### src/rtl/vga_pkg.sv
// ----------------------------------------------------------------------------
// vga_pkg
// Shared constants and types for the VGA drawing blocks.
//   SCREEN_W / SCREEN_H : visible resolution of the 160x120 adapter
//   X_W / Y_W / COLOR_W : widths of the adapter x, y and colour buses
//   arb_state_t         : plot-port arbiter state encoding
// ----------------------------------------------------------------------------
package vga_pkg;

   localparam int SCREEN_W = 160;
   localparam int SCREEN_H = 120;
   localparam int X_W      = 8;
   localparam int Y_W      = 7;
   localparam int COLOR_W  = 3;

   typedef enum logic [1:0] {
      ARB_IDLE    = 2'd0,
      ARB_ACTIVE  = 2'd1,
      ARB_RELEASE = 2'd2
   } arb_state_t;

endpackage

### src/rtl/vga_plot_arbiter_if.sv
// ----------------------------------------------------------------------------
// vga_plot_arbiter_if
// Bundle between the drawing clients and the plot-port arbiter.
//   Client side : req, done, x_in, y_in, color_in, plot_in (packed per client)
//   Arbiter side: grant, busy, timeout and the adapter bus x, y, color, plot
// Modports: slave = the arbiter, master = the clients / adapter.
//
// Handshake: req is a level held by a client for the whole region draw.
// grant is one-hot and registered; a client owns the port from the first
// cycle it sees its grant bit until it pulses done (one cycle) or drops req.
// plot_in from the owner is forwarded to plot one cycle later; plot_in and
// done from non-owners are ignored.
// ----------------------------------------------------------------------------
interface vga_plot_arbiter_if #(
   parameter int NUM_REQ = 4
);
   import vga_pkg::*;

   logic [NUM_REQ-1:0]         req;
   logic [NUM_REQ-1:0]         done;
   logic [X_W*NUM_REQ-1:0]     x_in;
   logic [Y_W*NUM_REQ-1:0]     y_in;
   logic [COLOR_W*NUM_REQ-1:0] color_in;
   logic [NUM_REQ-1:0]         plot_in;

   logic [NUM_REQ-1:0]         grant;
   logic [X_W-1:0]             x;
   logic [Y_W-1:0]             y;
   logic [COLOR_W-1:0]         color;
   logic                       plot;
   logic                       busy;
   logic                       timeout;

   modport slave (
      input  req, done, x_in, y_in, color_in, plot_in,
      output grant, x, y, color, plot, busy, timeout
   );

   modport master (
      output req, done, x_in, y_in, color_in, plot_in,
      input  grant, x, y, color, plot, busy, timeout
   );

endinterface

### src/rtl/vga_plot_arbiter_rr_pick.sv
// ----------------------------------------------------------------------------
// rr_pick
// Combinational rotating-priority encoder. The search starts at ptr_i and
// wraps; the first set request bit wins.
//   req_i   : request vector
//   ptr_i   : index with highest priority (must be < N)
//   gnt_o   : one-hot winner (all zero when no request)
//   valid_o : at least one request present
// ----------------------------------------------------------------------------
module rr_pick #(
   parameter int N  = 4,
   parameter int PW = (N > 1) ? $clog2(N) : 1
) (
   input  logic [N-1:0]  req_i,
   input  logic [PW-1:0] ptr_i,
   output logic [N-1:0]  gnt_o,
   output logic          valid_o
);

   logic [PW:0]   sum;
   logic [PW-1:0] idx;

   always_comb begin
      gnt_o   = '0;
      valid_o = 1'b0;
      sum     = '0;
      idx     = '0;
      for (int k = 0; k < N; k++) begin
         // one extra bit so ptr + k cannot overflow before the wrap
         sum = {1'b0, ptr_i} + (PW+1)'(k);
         if (sum >= (PW+1)'(N)) sum = sum - (PW+1)'(N);
         idx = sum[PW-1:0];
         if (!valid_o && req_i[idx]) begin
            gnt_o[idx] = 1'b1;
            valid_o    = 1'b1;
         end
      end
   end

endmodule

### src/rtl/vga_plot_arbiter.sv
// ----------------------------------------------------------------------------
// vga_plot_arbiter
// Round-robin owner of the single VGA adapter write port. A client holds the
// port for a whole region draw; the owner's pixel stream is registered onto
// the adapter bus and a dead RELEASE cycle separates consecutive owners.
//   Clock, resetn : clock, synchronous active-low reset
//   bus (slave)   : client requests/pixels in, grant/busy/timeout and the
//                   adapter x/y/color/plot out
//   dbg_state_o   : current arbiter state
//   dbg_ptr_o     : current round-robin pointer
// Optional feature: define VGA_ARB_WATCHDOG_EN to build a grant-length
// watchdog that revokes a grant after TIMEOUT_CYCLES cycles.
// ----------------------------------------------------------------------------
module vga_plot_arbiter
   import vga_pkg::*;
#(
   parameter int NUM_REQ        = 4,
   parameter int TIMEOUT_CYCLES = 20000,
   parameter int PW             = (NUM_REQ > 1) ? $clog2(NUM_REQ) : 1
) (
   input  logic                 Clock,
   input  logic                 resetn,
   vga_plot_arbiter_if.slave    bus,
   output arb_state_t           dbg_state_o,
   output logic [PW-1:0]        dbg_ptr_o
);

   arb_state_t         state_q;
   logic [PW-1:0]      ptr_q;
   logic [PW-1:0]      owner_q;
   logic [NUM_REQ-1:0] grant_q;
   logic [X_W-1:0]     x_q;
   logic [Y_W-1:0]     y_q;
   logic [COLOR_W-1:0] color_q;
   logic               plot_q;
   logic               timeout_q;

   logic [NUM_REQ-1:0] pick_gnt;
   logic               pick_valid;
   logic [PW-1:0]      win_idx;
   logic [PW-1:0]      ptr_d;

   logic [X_W-1:0]     sel_x;
   logic [Y_W-1:0]     sel_y;
   logic [COLOR_W-1:0] sel_color;
   logic               own_plot;
   logic               own_done;
   logic               own_req;
   logic               wd_expire;

   rr_pick #(.N(NUM_REQ), .PW(PW)) u_pick (
      .req_i   (bus.req),
      .ptr_i   (ptr_q),
      .gnt_o   (pick_gnt),
      .valid_o (pick_valid)
   );

   // one-hot winner to index, and the pointer that follows it
   always_comb begin
      win_idx = '0;
      for (int i = 0; i < NUM_REQ; i++) begin
         if (pick_gnt[i]) win_idx = PW'(i);
      end
      ptr_d = (win_idx == PW'(NUM_REQ-1)) ? '0 : win_idx + 1'b1;
   end

   // owner's slice of the packed client buses
   always_comb begin
      sel_x     = '0;
      sel_y     = '0;
      sel_color = '0;
      for (int i = 0; i < NUM_REQ; i++) begin
         if (owner_q == PW'(i)) begin
            sel_x     = bus.x_in[i*X_W +: X_W];
            sel_y     = bus.y_in[i*Y_W +: Y_W];
            sel_color = bus.color_in[i*COLOR_W +: COLOR_W];
         end
      end
      own_plot = bus.plot_in[owner_q];
      own_done = bus.done[owner_q];
      own_req  = bus.req[owner_q];
   end

`ifdef VGA_ARB_WATCHDOG_EN
   logic [14:0] wd_cnt_q;

   // held at zero outside ACTIVE, so it starts from zero on every new grant
   always_ff @(posedge Clock) begin
      if (!resetn)                   wd_cnt_q <= '0;
      else if (state_q != ARB_ACTIVE) wd_cnt_q <= '0;
      else                           wd_cnt_q <= wd_cnt_q + 15'd1;
   end

   assign wd_expire = (state_q == ARB_ACTIVE) && (wd_cnt_q == 15'(TIMEOUT_CYCLES-1));
`else
   // no watchdog: never expires (TIMEOUT_CYCLES only matters when it is built)
   assign wd_expire = 1'b0 && (TIMEOUT_CYCLES != 0);
`endif

   always_ff @(posedge Clock) begin
      if (!resetn) begin
         state_q   <= ARB_IDLE;
         ptr_q     <= '0;
         owner_q   <= '0;
         grant_q   <= '0;
         x_q       <= '0;
         y_q       <= '0;
         color_q   <= '0;
         plot_q    <= 1'b0;
         timeout_q <= 1'b0;
      end else begin
         plot_q    <= 1'b0;
         timeout_q <= 1'b0;
         case (state_q)
            ARB_IDLE: begin
               if (pick_valid) begin
                  state_q <= ARB_ACTIVE;
                  grant_q <= pick_gnt;
                  owner_q <= win_idx;
                  ptr_q   <= ptr_d;
               end
            end
            ARB_ACTIVE: begin
               // the owner's pixel is forwarded even in its release cycle
               x_q     <= sel_x;
               y_q     <= sel_y;
               color_q <= sel_color;
               plot_q  <= own_plot;
               if (own_done || !own_req || wd_expire) begin
                  state_q   <= ARB_RELEASE;
                  grant_q   <= '0;
                  // a normal release in the expiry cycle is not a revocation
                  timeout_q <= wd_expire && !own_done && own_req;
               end
            end
            ARB_RELEASE: state_q <= ARB_IDLE;
            default:     state_q <= ARB_IDLE;
         endcase
      end
   end

   assign bus.grant   = grant_q;
   assign bus.busy    = |grant_q;
   assign bus.x       = x_q;
   assign bus.y       = y_q;
   assign bus.color   = color_q;
   assign bus.plot    = plot_q;
   assign bus.timeout = timeout_q;
   assign dbg_state_o = state_q;
   assign dbg_ptr_o   = ptr_q;

endmodule

### src/flat_wrapper.sv
// flat-port wrapper written by rule: the top's interface ports become plain ports
module vga_plot_arbiter_flat import vga_pkg::*;
#(
   parameter int NUM_REQ        = 4,
   parameter int TIMEOUT_CYCLES = 20000,
   parameter int PW             = (NUM_REQ > 1) ? $clog2(NUM_REQ) : 1
)
  (Clock, resetn, dbg_state_o, dbg_ptr_o, bus_req, bus_done, bus_x_in, bus_y_in, bus_color_in, bus_plot_in, bus_grant, bus_x, bus_y, bus_color, bus_plot, bus_busy, bus_timeout);
  vga_plot_arbiter_if #(.NUM_REQ(NUM_REQ)) bus_i ();
  input  logic Clock;
  input  logic resetn;
  output arb_state_t dbg_state_o;
  output logic [PW-1:0] dbg_ptr_o;
  input wire logic [$bits(bus_i.req)-1:0] bus_req;
  input wire logic [$bits(bus_i.done)-1:0] bus_done;
  input wire logic [$bits(bus_i.x_in)-1:0] bus_x_in;
  input wire logic [$bits(bus_i.y_in)-1:0] bus_y_in;
  input wire logic [$bits(bus_i.color_in)-1:0] bus_color_in;
  input wire logic [$bits(bus_i.plot_in)-1:0] bus_plot_in;
  output wire logic [$bits(bus_i.grant)-1:0] bus_grant;
  output wire logic [$bits(bus_i.x)-1:0] bus_x;
  output wire logic [$bits(bus_i.y)-1:0] bus_y;
  output wire logic [$bits(bus_i.color)-1:0] bus_color;
  output wire logic [$bits(bus_i.plot)-1:0] bus_plot;
  output wire logic [$bits(bus_i.busy)-1:0] bus_busy;
  output wire logic [$bits(bus_i.timeout)-1:0] bus_timeout;
  assign bus_i.req = bus_req;
  assign bus_i.done = bus_done;
  assign bus_i.x_in = bus_x_in;
  assign bus_i.y_in = bus_y_in;
  assign bus_i.color_in = bus_color_in;
  assign bus_i.plot_in = bus_plot_in;
  assign bus_grant = bus_i.grant;
  assign bus_x = bus_i.x;
  assign bus_y = bus_i.y;
  assign bus_color = bus_i.color;
  assign bus_plot = bus_i.plot;
  assign bus_busy = bus_i.busy;
  assign bus_timeout = bus_i.timeout;
  vga_plot_arbiter #(.NUM_REQ(NUM_REQ), .TIMEOUT_CYCLES(TIMEOUT_CYCLES), .PW(PW)) u_core (.Clock(Clock), .resetn(resetn), .bus(bus_i), .dbg_state_o(dbg_state_o), .dbg_ptr_o(dbg_ptr_o));
endmodule
### config.mk
export PLATFORM = sky130hd
export DESIGN_NAME = vga_plot_arbiter_flat
export DESIGN_NICKNAME = d
export VERILOG_FILES = /design/src/rtl/vga_pkg.sv /design/src/rtl/vga_plot_arbiter_if.sv /design/src/rtl/vga_plot_arbiter_rr_pick.sv /design/src/rtl/vga_plot_arbiter.sv /design/src/flat_wrapper.sv
export SDC_FILE = /design/constraint.sdc
export NUM_CORES = 1
export LEC_CHECK = 0
export ABC_CLOCK_PERIOD_IN_PS = 2900
export BUFFER_PORTS_ARGS = -buffer_cell sky130_fd_sc_hd__buf_2
export CORE_MARGIN = 5
export CORE_UTILIZATION = 40
export DETAILED_ROUTE_END_ITERATION = 12
export PLACE_DENSITY = 0.84
export REMOVE_ABC_BUFFERS = 1
export SLEW_MARGIN = 20
export SYNTH_ARGS = -nofsm -noshare
export SYNTH_HDL_FRONTEND = slang
export SYNTH_SLANG_ARGS = --single-unit
### constraint.sdc
create_clock -name Clock -period 2.9 [get_ports Clock]
set_clock_uncertainty 0.1 [all_clocks]
set_input_delay 0.29 -clock Clock [delete_from_list [all_inputs] [get_ports Clock]]
set_output_delay 0.29 -clock Clock [all_outputs]
set_load 0.03 [all_outputs]
==> qor.txt <==
POWER
--------------------------------------------------------------------------------------------------------
Clk pwr share .............................................................................        14.1%
Sw Ratio ..................................................................................        43.8%
Int Power .................................................................................      1260 uW
Total power draw ..........................................................................      2250 uW
Total leakage power .......................................................................   0.00126 uW
Relative contribution of sequential cells to total power ..................................        26.8%
Comb power frac ...........................................................................        59.1%
Total net switching power .................................................................       986 uW
Power per standard cell area ..............................................................  835 mW/mm^2
Worst ir drop on vdd ......................................................................     0.707 mV

LOGIC SYNTHESIS
--------------------------------------------------------------------------------------------------------
Share of synthesized flip-flops with an asynchronous set or reset .........................           0%
Sequential cell area fraction in the yosys report .........................................        28.9%
Cell taking the most area after synthesis .................................................      dfxtp_1
Synthesized area per cell .................................................................    9.47 um^2
Post-synthesis mux area share .............................................................        26.2%
Fraction of synthesized cell area taken by the top area cell type .........................        28.9%
Dominant combinational cell family by area after synthesis ................................ multiplexers
Main flop type after synthesis ............................................................      dfxtp_1
Seq cells post-synth ......................................................................           29
Post-synthesis compound-gate area fraction ................................................        15.9%
Number of synthesized flops with an enable pin ............................................            0
Area share of and/or/nand/nor cells after synthesis .......................................        18.3%
Ranking of synthesized cells by area ...................................................... dfxtp_1 (29%), mux4_2 (24%), nand2_1 (8.6%), a21oi_1 (5.5%), ha_1 (4.4%)
Parity-gate share of the synthesized area counting xor and xnor cells .....................           0%
Post-Syn Area ............................................................................. 0.00201 mm^2
Adder-cell share of the synthesized area ..................................................        4.36%
Library cells used by synthesis ...........................................................           49
Yosys warning count .......................................................................            0
Number of standard cells after synthesis ..................................................          212

CLOCK NETWORK
--------------------------------------------------------------------------------------------------------
Post-CTS clock slew at the launch and capture registers of the worst setup and hold paths .      0.06 ns
Maximum level of the CTS H-tree ...........................................................            2
Clock tree from TritonCTS .................................................................         done
Number of resized instances in the post-cts repair step ...................................            0
Number of buffers created by CTS ..........................................................            5
Source-to-sink clock delay at the later pin of the worst-skew pair ........................      0.27 ns
Maximum number of buffers from clock root to sink .........................................            2
Hold-fix buffers, CTS .....................................................................            0
Root Buffer ...............................................................................     clkbuf_8
Number of sinks on the clock net ..........................................................           29
Post-CTS Setup Inserts ....................................................................            0

FINAL LAYOUT
--------------------------------------------------------------------------------------------------------
Design area ............................................................................... 0.00270 mm^2
Fraction of final layout cells with drive strength greater than 1 .........................        47.8%
Most used cells in the layout excluding fill and tap cells ................................ buf_2 (113), nand2_1 (46), dfxtp_1 (29), a21oi_1 (22), mux4_2 (21)
Filler cell count in the final layout .....................................................          456
Most common library cell in the layout ignoring fill and taps .............................        buf_2
Post-layout nets ..........................................................................          414
Synthesis-to-layout area growth ...........................................................        34.3%
Non-filler cells in the finished layout ...................................................          389
Antenna diodes ............................................................................            0

JOB
--------------------------------------------------------------------------------------------------------
Max Cap Violations ........................................................................            0

STA
--------------------------------------------------------------------------------------------------------
Final clock period utilization by the worst path ..........................................        95.3%
Shortest clock period the worst path allows after layout ..................................      2.76 ns
RSZ-0062 raised after global routing ......................................................           no
Final max-slew violation count ............................................................            0
Final-report hold violation count .........................................................            0
Least-Margin Pin Slew .....................................................................     0.702 ns
Worst rel slew slack ......................................................................        53.2%
Highest clock rate ........................................................................    0.362 GHz
Setup violations, final ...................................................................            0
Setup slack of the critical path after layout .............................................     0.136 ns

PLACEMENT
--------------------------------------------------------------------------------------------------------
Placed cell areas ......................................................................... 0.00261 mm^2
Final HPWL DP .............................................................................      4830 um
Last weighted congestion value of the routability-driven placer ...........................        0.902
Number of port buffers ....................................................................          113
Number of instances in the placed design ..................................................          381
Post-Place Worst Slack ....................................................................     0.171 ns

ROUTING
--------------------------------------------------------------------------------------------------------
TritonRoute pass-1 iters ..................................................................            4
Count of antenna-violating nets left after detailed routing ...............................            0
DR DRC count ..............................................................................            0
Via density per instance ..................................................................         5.28
Sum of routed wire length over all layers .................................................      6010 um
Via count .................................................................................         2053
Iteration-0 DRC Markers ...................................................................           52
Average wire length per cell after detail routing .........................................      15.4 um

STATUS
--------------------------------------------------------------------------------------------------------
Status ....................................................................................    completed

GRT
--------------------------------------------------------------------------------------------------------
Pin count of the biggest net entering global routing ......................................           21
Final global-route overflow total .........................................................            0
First-pass GRT wire length ................................................................      9160 um
Initial antenna violation count ...........................................................            0
Via count of the first global-routing pass ................................................         2024
Gr usage total ............................................................................        18.0%

WORST HOLD PATH
--------------------------------------------------------------------------------------------------------
Path category of the worst min-delay check ................................................ input port to register

SETUP PATH
--------------------------------------------------------------------------------------------------------
Crit path DAT .............................................................................      2.83 ns
Req. time, crit path ......................................................................      2.96 ns
Setup Crit Path Kind ...................................................................... register to register
Setup crit start kind .....................................................................     register
Element type at the critical path end .....................................................     register
Maximum fanout along the worst path .......................................................           10

FLOORPLAN
--------------------------------------------------------------------------------------------------------
Die X-Extent ..............................................................................      80.8 um
Die footprint ............................................................................. 0.00653 mm^2
Initial Util ..............................................................................        41.9%
Core Footprint ............................................................................ 0.00479 mm^2
Placement Rows ............................................................................           25
Die Y-Extent ..............................................................................      80.8 um
I/O pin cnt ...............................................................................          115

==> critical path, cell delays in order, from the launching register on <==
cell and delay (ns):
dfxtp_1 0.33, inv_1 0.08, ha_1 0.37, mux4_2 0.64, nor3b_1 0.18, or3_1 0.39, a221o_1 0.30, a32o_2 0.27
==> synth_stat cells, types with 2 or more instances <==
library cell and n:
buf_6 3, buf_2 2, a211o_1 2, a32o_1 2, buf_1 3, nand2_1 46, dfxtp_1 29, clkbuf_1 8
mux4_2 21, buf_4 2, o21ai_0 4, or3_1 2, and3_1 3, mux2i_1 3, ha_1 7, inv_1 6
nand3_1 3, nor2_1 6, o32ai_1 2, mux2_2 2, a21oi_1 22, nand3b_1 2, nor4_1 3, nand2b_1 4
==> registers in the layout, summed over array words and instances (netlist names) <==
name                flops
u_core.bus.y            7
u_core.bus.grant        4
u_core.bus.color        3
u_core.dbg_ptr_o        2
u_core.bus.plot         1
u_core.owner_q          2
u_core.dbg_state_o      2
u_core.bus.x            8
==> power by group through the flow <==
stage	registers [uW]	logic (uW)	clock network, uW
finish	603	1330	316
global route	622	1450	348
CTS	605	1350	325
detailed placement	613	1340	0
global placement	606	1320	0
floorplan	876	681	0
==> path summary, 6_finish.rpt <==
| check | start | to | slack (ns) | depth (start not counted) |
|---|---|---|---|---|
| hold / removal | resetn | u_core.owner_q[0] | 0.26 | 2 |
| hold reg to reg | u_core.bus.x[1] | u_core.bus.x[1] | 0.35 | 2 |
| setup / recovery | u_core.dbg_ptr_o[0] | u_core.bus.grant[1] | 0.14 | 7 |
| setup reg to reg | u_core.dbg_ptr_o[0] | u_core.bus.grant[1] | 0.14 | 7 |
==> through the flow <==
stage | setup TNS (ns) | hold WS [ns] | utilization [%]
after floorplan | -1.07 | 0.312 | -
after global placement | 0 | 0.339 | 54.5
after detailed placement | 0 | 0.345 | 54.5
after CTS | 0 | 0.256 | 56.3
after global routing | 0 | 0.266 | 56.3
final | 0 | 0.264 | 56.3
==> kinds of logic after synthesis <==
family	Yosys count
simple gates	78
other cells	1
compound gates	47
flops	29
buf+inv	24
fa+ha+maj	7
mux	26
==> routing by layer <==
metal	vias up	GRT usage, %	wire length, um
met4	0	3.21	22
met5	-	0	0
met2	71	34.2	3140
met1	980	19.6	2340
met3	2	5.54	507
li1	1000	-	-
==> area by class of cell <==
| type | count | area (um^2) | area share [%] |
|---|---|---|---|
| clock inverters | 3 | 17.5 | 0.650 |
| well taps | 67 | 83.8 | 3.11 |
| flip-flops and latches | 29 | 581 | 21.5 |
| multi-input cells | 159 | 1300 | 48.4 |
| inverters | 6 | 22.5 | 0.836 |
| repair buffers | 120 | 618 | 22.9 |
| clock buffers | 5 | 68.8 | 2.55 |
(Power assumes the default switching activity.)
